[config.mk]
export PLATFORM = sky130hd
export DESIGN_NAME = dvp_camera_tx
export DESIGN_NICKNAME = d
export VERILOG_FILES = /design/src/rtl/dvp_camera_tx_pkg.sv /design/src/rtl/dvp_camera_tx_timing.sv /design/src/rtl/dvp_camera_tx.sv
export SDC_FILE = /design/constraint.sdc
export NUM_CORES = 1
export LEC_CHECK = 0
export CAP_MARGIN = 5
export CORE_MARGIN = 2
export CORE_UTILIZATION = 50
export DETAILED_ROUTE_END_ITERATION = 8
export PLACE_DENSITY = 0.75
export SETUP_SLACK_MARGIN = 0.02
export SLEW_MARGIN = 20
export SYNTH_ARGS = -nofsm -noshare
export SYNTH_HDL_FRONTEND = slang
export SYNTH_SLANG_ARGS = --single-unit
[constraint.sdc]
create_clock -name clk_i -period 6 [get_ports clk_i]
set_input_delay 0.6 -clock clk_i [delete_from_list [all_inputs] [get_ports clk_i]]
set_output_delay 0.6 -clock clk_i [all_outputs]
set_load 0.02 [all_outputs]
[src/rtl/dvp_camera_tx_pkg.sv]
// Shared types and counter-width helpers for the DVP camera transmitter.
package dvp_camera_tx_pkg;

  typedef enum logic [2:0] {IDLE, VSYNC, V_BACK, ACTIVE, V_FRONT} state_t;

  function automatic int cnt_w(input int n);
    return (n <= 2) ? 1 : $clog2(n);
  endfunction

  function automatic int col_w(input int aw, input int hb);
    return cnt_w(aw + hb);
  endfunction

  function automatic int line_w(input int vs, input int vb, input int ah, input int vf);
    int m;
    m = vs;
    if (vb > m) m = vb;
    if (ah > m) m = ah;
    if (vf > m) m = vf;
    return cnt_w(m);
  endfunction

endpackage

[src/rtl/dvp_camera_tx_timing.sv]
// Frame/line state engine; flags describe the slot of the next clock so the top can register them.
module dvp_camera_tx_timing
  import dvp_camera_tx_pkg::*;
#(
  parameter int ACTIVE_WIDTH  = 640,
  parameter int ACTIVE_HEIGHT = 480,
  parameter int H_BLANK       = 144,
  parameter int VSYNC_LINES   = 3,
  parameter int V_BACK_LINES  = 12,
  parameter int V_FRONT_LINES = 10,
  parameter int COL_W  = col_w(ACTIVE_WIDTH, H_BLANK),
  parameter int LINE_W = line_w(VSYNC_LINES, V_BACK_LINES, ACTIVE_HEIGHT, V_FRONT_LINES)
) (
  input  logic              clk_i,
  input  logic              rst_n_i,
  input  logic              enable_i,
  output logic              active_next_o,
  output logic              vsync_next_o,
  output logic              frame_end_next_o,
  output logic              frame_start_o,
  output logic [COL_W-1:0]  col_next_o,
  output logic [LINE_W-1:0] line_next_o
);

  localparam logic [COL_W-1:0]  LAST_COL = COL_W'(ACTIVE_WIDTH + H_BLANK - 1);
  localparam logic [LINE_W-1:0] VS_LAST  = LINE_W'(VSYNC_LINES - 1);
  localparam logic [LINE_W-1:0] VB_LAST  = LINE_W'((V_BACK_LINES > 0) ? V_BACK_LINES - 1 : 0);
  localparam logic [LINE_W-1:0] AC_LAST  = LINE_W'(ACTIVE_HEIGHT - 1);
  localparam logic [LINE_W-1:0] VF_LAST  = LINE_W'((V_FRONT_LINES > 0) ? V_FRONT_LINES - 1 : 0);

  state_t              state_q, state_d;
  logic [COL_W-1:0]    col_q, col_d;
  logic [LINE_W-1:0]   line_q, line_d;
  logic                start_d;

  function automatic logic [LINE_W-1:0] last_line(input state_t s);
    case (s)
      VSYNC:   return VS_LAST;
      V_BACK:  return VB_LAST;
      ACTIVE:  return AC_LAST;
      default: return VF_LAST;
    endcase
  endfunction

  // Last clock of a frame: end of V_FRONT, or end of ACTIVE when there is no front porch.
  function automatic logic is_end(input state_t s, input logic [COL_W-1:0] c,
                                  input logic [LINE_W-1:0] l);
    return ((s == V_FRONT) || (s == ACTIVE && V_FRONT_LINES == 0)) &&
           (c == LAST_COL) && (l == last_line(s));
  endfunction

  always_comb begin
    state_d = state_q;
    col_d   = col_q;
    line_d  = line_q;
    start_d = 1'b0;
    if (state_q == IDLE) begin
      col_d  = '0;
      line_d = '0;
      if (enable_i) begin
        state_d = VSYNC;
        start_d = 1'b1;
      end
    end else if (col_q != LAST_COL) begin
      col_d = col_q + 1'b1;
    end else begin
      col_d = '0;
      if (line_q != last_line(state_q)) begin
        line_d = line_q + 1'b1;
      end else begin
        line_d = '0;
        case (state_q)
          VSYNC:   state_d = (V_BACK_LINES > 0) ? V_BACK : ACTIVE;
          V_BACK:  state_d = ACTIVE;
          ACTIVE:  state_d = (V_FRONT_LINES > 0) ? V_FRONT : (enable_i ? VSYNC : IDLE);
          default: state_d = enable_i ? VSYNC : IDLE;
        endcase
        start_d = (state_d == VSYNC);
      end
    end
  end

  assign active_next_o    = (state_d == ACTIVE) && (col_d < COL_W'(ACTIVE_WIDTH));
  assign vsync_next_o     = (state_d == VSYNC);
  assign frame_end_next_o = is_end(state_d, col_d, line_d);
  assign frame_start_o    = start_d;
  assign col_next_o       = col_d;
  assign line_next_o      = line_d;

  always_ff @(posedge clk_i or negedge rst_n_i) begin
    if (!rst_n_i) begin
      state_q <= IDLE;
      col_q   <= '0;
      line_q  <= '0;
    end else begin
      state_q <= state_d;
      col_q   <= col_d;
      line_q  <= line_d;
    end
  end

endmodule

[src/rtl/dvp_camera_tx.sv]
// DVP camera sensor model: valid/ready pixel source to registered hsync/vsync/data.
// Optional internal test pattern enabled by `define DVP_CAMERA_TX_TEST_PATTERN_EN.
module dvp_camera_tx
  import dvp_camera_tx_pkg::*;
#(
  parameter int         ACTIVE_WIDTH    = 640,
  parameter int         ACTIVE_HEIGHT   = 480,
  parameter int         H_BLANK         = 144,
  parameter int         VSYNC_LINES     = 3,
  parameter int         V_BACK_LINES    = 12,
  parameter int         V_FRONT_LINES   = 10,
  parameter logic [7:0] UNDERFLOW_PIXEL = 8'h00
) (
  input  logic        clk_i,
  input  logic        rst_n_i,
  input  logic        enable_i,
  input  logic        pattern_en_i,
  input  logic [7:0]  pixel_i,
  input  logic        pixel_valid_i,
  output logic        pixel_ready_o,
  output logic        hsync_o,
  output logic        vsync_o,
  output logic [7:0]  d_o,
  output logic        frame_done_o,
  output logic [15:0] frame_count_o,
  output logic        underflow_o
);

  localparam int COL_W  = col_w(ACTIVE_WIDTH, H_BLANK);
  localparam int LINE_W = line_w(VSYNC_LINES, V_BACK_LINES, ACTIVE_HEIGHT, V_FRONT_LINES);

  logic              active_nx, vsync_nx, fend_nx, fstart;
  logic [COL_W-1:0]  col_nx;
  logic [LINE_W-1:0] line_nx;
  logic              pat_use;
  logic [7:0]        pat_pix, d_d;
  logic              hsync_q, vsync_q, done_q, uf_q;
  logic [7:0]        d_q;
  logic [15:0]       cnt_q;

  dvp_camera_tx_timing #(
    .ACTIVE_WIDTH (ACTIVE_WIDTH),  .ACTIVE_HEIGHT(ACTIVE_HEIGHT),
    .H_BLANK      (H_BLANK),       .VSYNC_LINES  (VSYNC_LINES),
    .V_BACK_LINES (V_BACK_LINES),  .V_FRONT_LINES(V_FRONT_LINES),
    .COL_W        (COL_W),         .LINE_W       (LINE_W)
  ) u_timing (
    .clk_i(clk_i), .rst_n_i(rst_n_i), .enable_i(enable_i),
    .active_next_o(active_nx), .vsync_next_o(vsync_nx),
    .frame_end_next_o(fend_nx), .frame_start_o(fstart),
    .col_next_o(col_nx), .line_next_o(line_nx)
  );

`ifdef DVP_CAMERA_TX_TEST_PATTERN_EN
  logic pat_q;
  // Mode is latched on entry to VSYNC and held for the whole frame.
  always_ff @(posedge clk_i or negedge rst_n_i) begin
    if (!rst_n_i)    pat_q <= 1'b0;
    else if (fstart) pat_q <= pattern_en_i;
  end
  assign pat_use = pat_q;
  assign pat_pix = 8'(32'(col_nx) + 32'(line_nx));
`else
  logic unused_pat;
  assign unused_pat = ^{pattern_en_i, fstart, col_nx, line_nx};
  assign pat_use    = 1'b0;
  assign pat_pix    = UNDERFLOW_PIXEL;
`endif

  assign pixel_ready_o = active_nx & ~pat_use;

  always_comb begin
    d_d = '0;
    if (active_nx)
      d_d = pat_use ? pat_pix : (pixel_valid_i ? pixel_i : UNDERFLOW_PIXEL);
  end

  always_ff @(posedge clk_i or negedge rst_n_i) begin
    if (!rst_n_i) begin
      hsync_q <= 1'b0;
      vsync_q <= 1'b0;
      d_q     <= '0;
      done_q  <= 1'b0;
      cnt_q   <= '0;
      uf_q    <= 1'b0;
    end else begin
      hsync_q <= active_nx;
      vsync_q <= vsync_nx;
      d_q     <= d_d;
      done_q  <= fend_nx;
      if (fend_nx) cnt_q <= cnt_q + 16'd1;
      if (pixel_ready_o && !pixel_valid_i) uf_q <= 1'b1;
    end
  end

  assign hsync_o       = hsync_q;
  assign vsync_o       = vsync_q;
  assign d_o           = d_q;
  assign frame_done_o  = done_q;
  assign frame_count_o = cnt_q;
  assign underflow_o   = uf_q;

endmodule

==> out/qor.csv <==
metric,value,unit
status,"finished, final reports clean",
headroom to the max-slew limit,39.2,%
distinct cell type count after synthesis,56,
first-pass GRT wire length,9560,microns
Critical Path RT,5.40,ns
Vias,2123,
syn_nets,294,
"commonest non-fill, non-tap cell in the layout",dfrtp_1,
Clock transition at path regs,0.10,ns
Area Growth Syn to Fin,19.6,%
r2r setup slk,2.63,ns
Residual DRC,0,
Worst Path Arrival,3.60,ns
Resize count post-CTS,0,
post-synthesis register bit count,50,
"Seq/Total Area, Yosys",46.0,%
fmax,238,MHz
Hold WC Path Type,input pin to async pin,
crit end category,primary output,
CTS tree,done,
CTS H-tree depth,2,
Tot Pwr,0.726,mW
period utilization,70.0,%
worst r2r path cells,8,
DP HPWL,3970,microns
synthesized area,2720,sq um
WL final,5480,microns
Post-CTS Hold Fix Bufs,0,
PwrDens,223,nW/um^2
Worst setup startpoint,u_timing.col_q[0],
"commonest cells after routing, fill and taps aside","dfrtp_1 (50), clkdlybuf4s50_1 (39), nand2_1 (28)",
Reg power frac,53.8,%
clock share of power,33.3,%
global route total overflow,0,
die area,6040,sq um
drt first-iter violations,82,
RSZ-0062 raised after global routing,false,
Int Pwr,0.532,mW
synthesized area per cell,9.78,sq um
clk_lat worst skew,0.31,ns
Synth Warn #,0,
CTS sink cnt,50,
FF-to-FF Start,u_timing.col_q[0],
row cnt,26,
asr flop ratio synth,100,%
crit path to,pixel_ready_o,
Starting Density,52.5,%
Final Hold Fails,0,
ys flop type,dfrtp_1,
Fin Hold WS,0.390,ns
setup repair bufs after CTS,0,
fin cells,383,
FILL cells,430,
worst slew pin tran,0.904,ns
Comb power frac,12.9,%
final core utilization,62.8,%
core area,5170,sq um
Routed wire per std cell,14.3,microns
number of synthesized flops with an enable pin,0,
vias in the first global route,2032,
post-synth top area share,46.0,%
# IOs,42,
switching pwr,0.194,mW
"Max FO, Critical Path",11,
DR pass1 iterations,4,
Die Y,77.7,microns
clock root buffer,clkbuf_8,
final setup vio count,0,
P_leak,1.45,nW
worst vdd ir,181,uV
reported max-cap violation count,0,
ANT cells,0,
CTS max path bufs,2,
layout cells sized above 1,6.71,%
largest net degree at the start of global routing,51,
placed insts,374,
Final Slew Violations,0,
fin crit period,4.20,ns
routability-driven placement congestion ratio,0.868,
Antenna Violating Nets Remaining,0,
R2R Path End,d_o[6],
Port Buffers,40,
total CTS buffers,5,
setup_tns,0,ns
cells after synthesis,278,
Via density,5.54,
Clock Skews,0.0131,ns
cell taking the most area after synthesis,dfrtp_1,
Sw Ratio,26.7,%
critical path type,flip-flop to primary output,
gr usage total,19.9,%
nature of the critical path startpoint,flip-flop,
ranking of synthesized cells by area,"dfrtp_1 (46%), xnor2_1 (7.1%), nand2_1 (3.9%)",
initial antenna violation count,0,
Die X,77.7,microns
# nets final,328,
==> worst max-delay path: stages, from the launching register on <==
cell	delay [ns]
dfrtp_1	0.43
ha_1	0.30
and3_1	0.31
and3_1	0.46
o2111a_1	0.32
nand2_1	0.26
xnor2_1	0.23
nor3_1	0.30
clkdlybuf4s50_1	0.69
==> through the flow <==
stage / area (sq um) / worst slack, ns
finish: 3250 / 1.80
global route: 3250 / 1.45
CTS: 3240 / 1.79
detailed placement: 3130 / 2.14
global placement: 3130 / 2.21
floorplan: 2720 / 3.24
==> sequential cells by signal, indices dropped and copies added (netlist names) <==
signal and cells:
frame_count_o 16, u_timing.col_q 10, u_timing.line_q 9, d_o 8, u_timing.state_q 3, frame_done_o 1
hsync_o 1, underflow_o 1, vsync_o 1
==> Yosys cell counts, types with 2 or more instances <==
cell type and count:
o2111ai_1 3, and3b_1 2, xor2_1 10, mux2i_1 3, ha_1 3, inv_1 10, and2_1 13, nand4_1 12
nand2b_1 2, a211oi_1 2, a21oi_1 6, buf_2 4, o22a_1 2, clkbuf_1 7, nor2_1 21, nor2b_1 2
o21a_1 2, a31oi_1 3, and3_1 12, nor4b_1 3, nor3_1 9, mux2_2 2, dfrtp_1 50, xnor2_1 22
nand3_1 14, buf_6 2, nand2_1 28
==> routing by layer <==
metal  track usage (%)  wire (microns)  vias to the layer above
met3              3.49             199                       10
li1                  -               -                     1047
met1              26.9            2520                     1025
met4              7.68              85                        0
met2              31.9            2670                       41
met5                 0               0                        -
==> how the worst min path moves through the flow <==
stage / cells after the start / end / startpoint
2_1_floorplan: 0 / d_o[0] / rst_n_i
3_3_place_gp: 1 / underflow_o / underflow_o
3_5_place_dp: 1 / underflow_o / underflow_o
4_1_cts: 2 / frame_count_o[6] / rst_n_i
5_1_grt: 2 / frame_count_o[6] / rst_n_i
6_report: 2 / frame_count_o[6] / rst_n_i
==> area by class of cell <==
class	instances	area (sq um)	share of cell area, %
Clock buffer	5	68.8	2.12
Clock inverter	3	47.5	1.46
Inverter	11	41.3	1.27
Multi-Input combinational cell	202	1340	41.3
Sequential cell	50	1250	38.5
Tap cell	70	87.6	2.69
Timing Repair Buffer	42	410	12.6
==> kinds of logic after synthesis <==
family	share of synthesized area, %
adders and majority gates	1.38
buffers and inverters	4.51
and+or+nand+nor	25.2
xor gates and xnor gates	10.3
muxes	1.93
DFF	46.0
AOI/OAI and AO/OA	10.6
==> power by group through the flow <==
stage	clock [mW]	combinational [mW]	sequential (mW)
6_report	0.241	0.0938	0.390
5_1_grt	0.264	0.109	0.395
4_1_cts	0.250	0.0949	0.390
3_5_place_dp	0	0.0943	0.396
3_3_place_gp	0	0.0924	0.396
2_1_floorplan	0	0.0773	0.387
No activity file was read; power rests on OpenSTA's default activity.
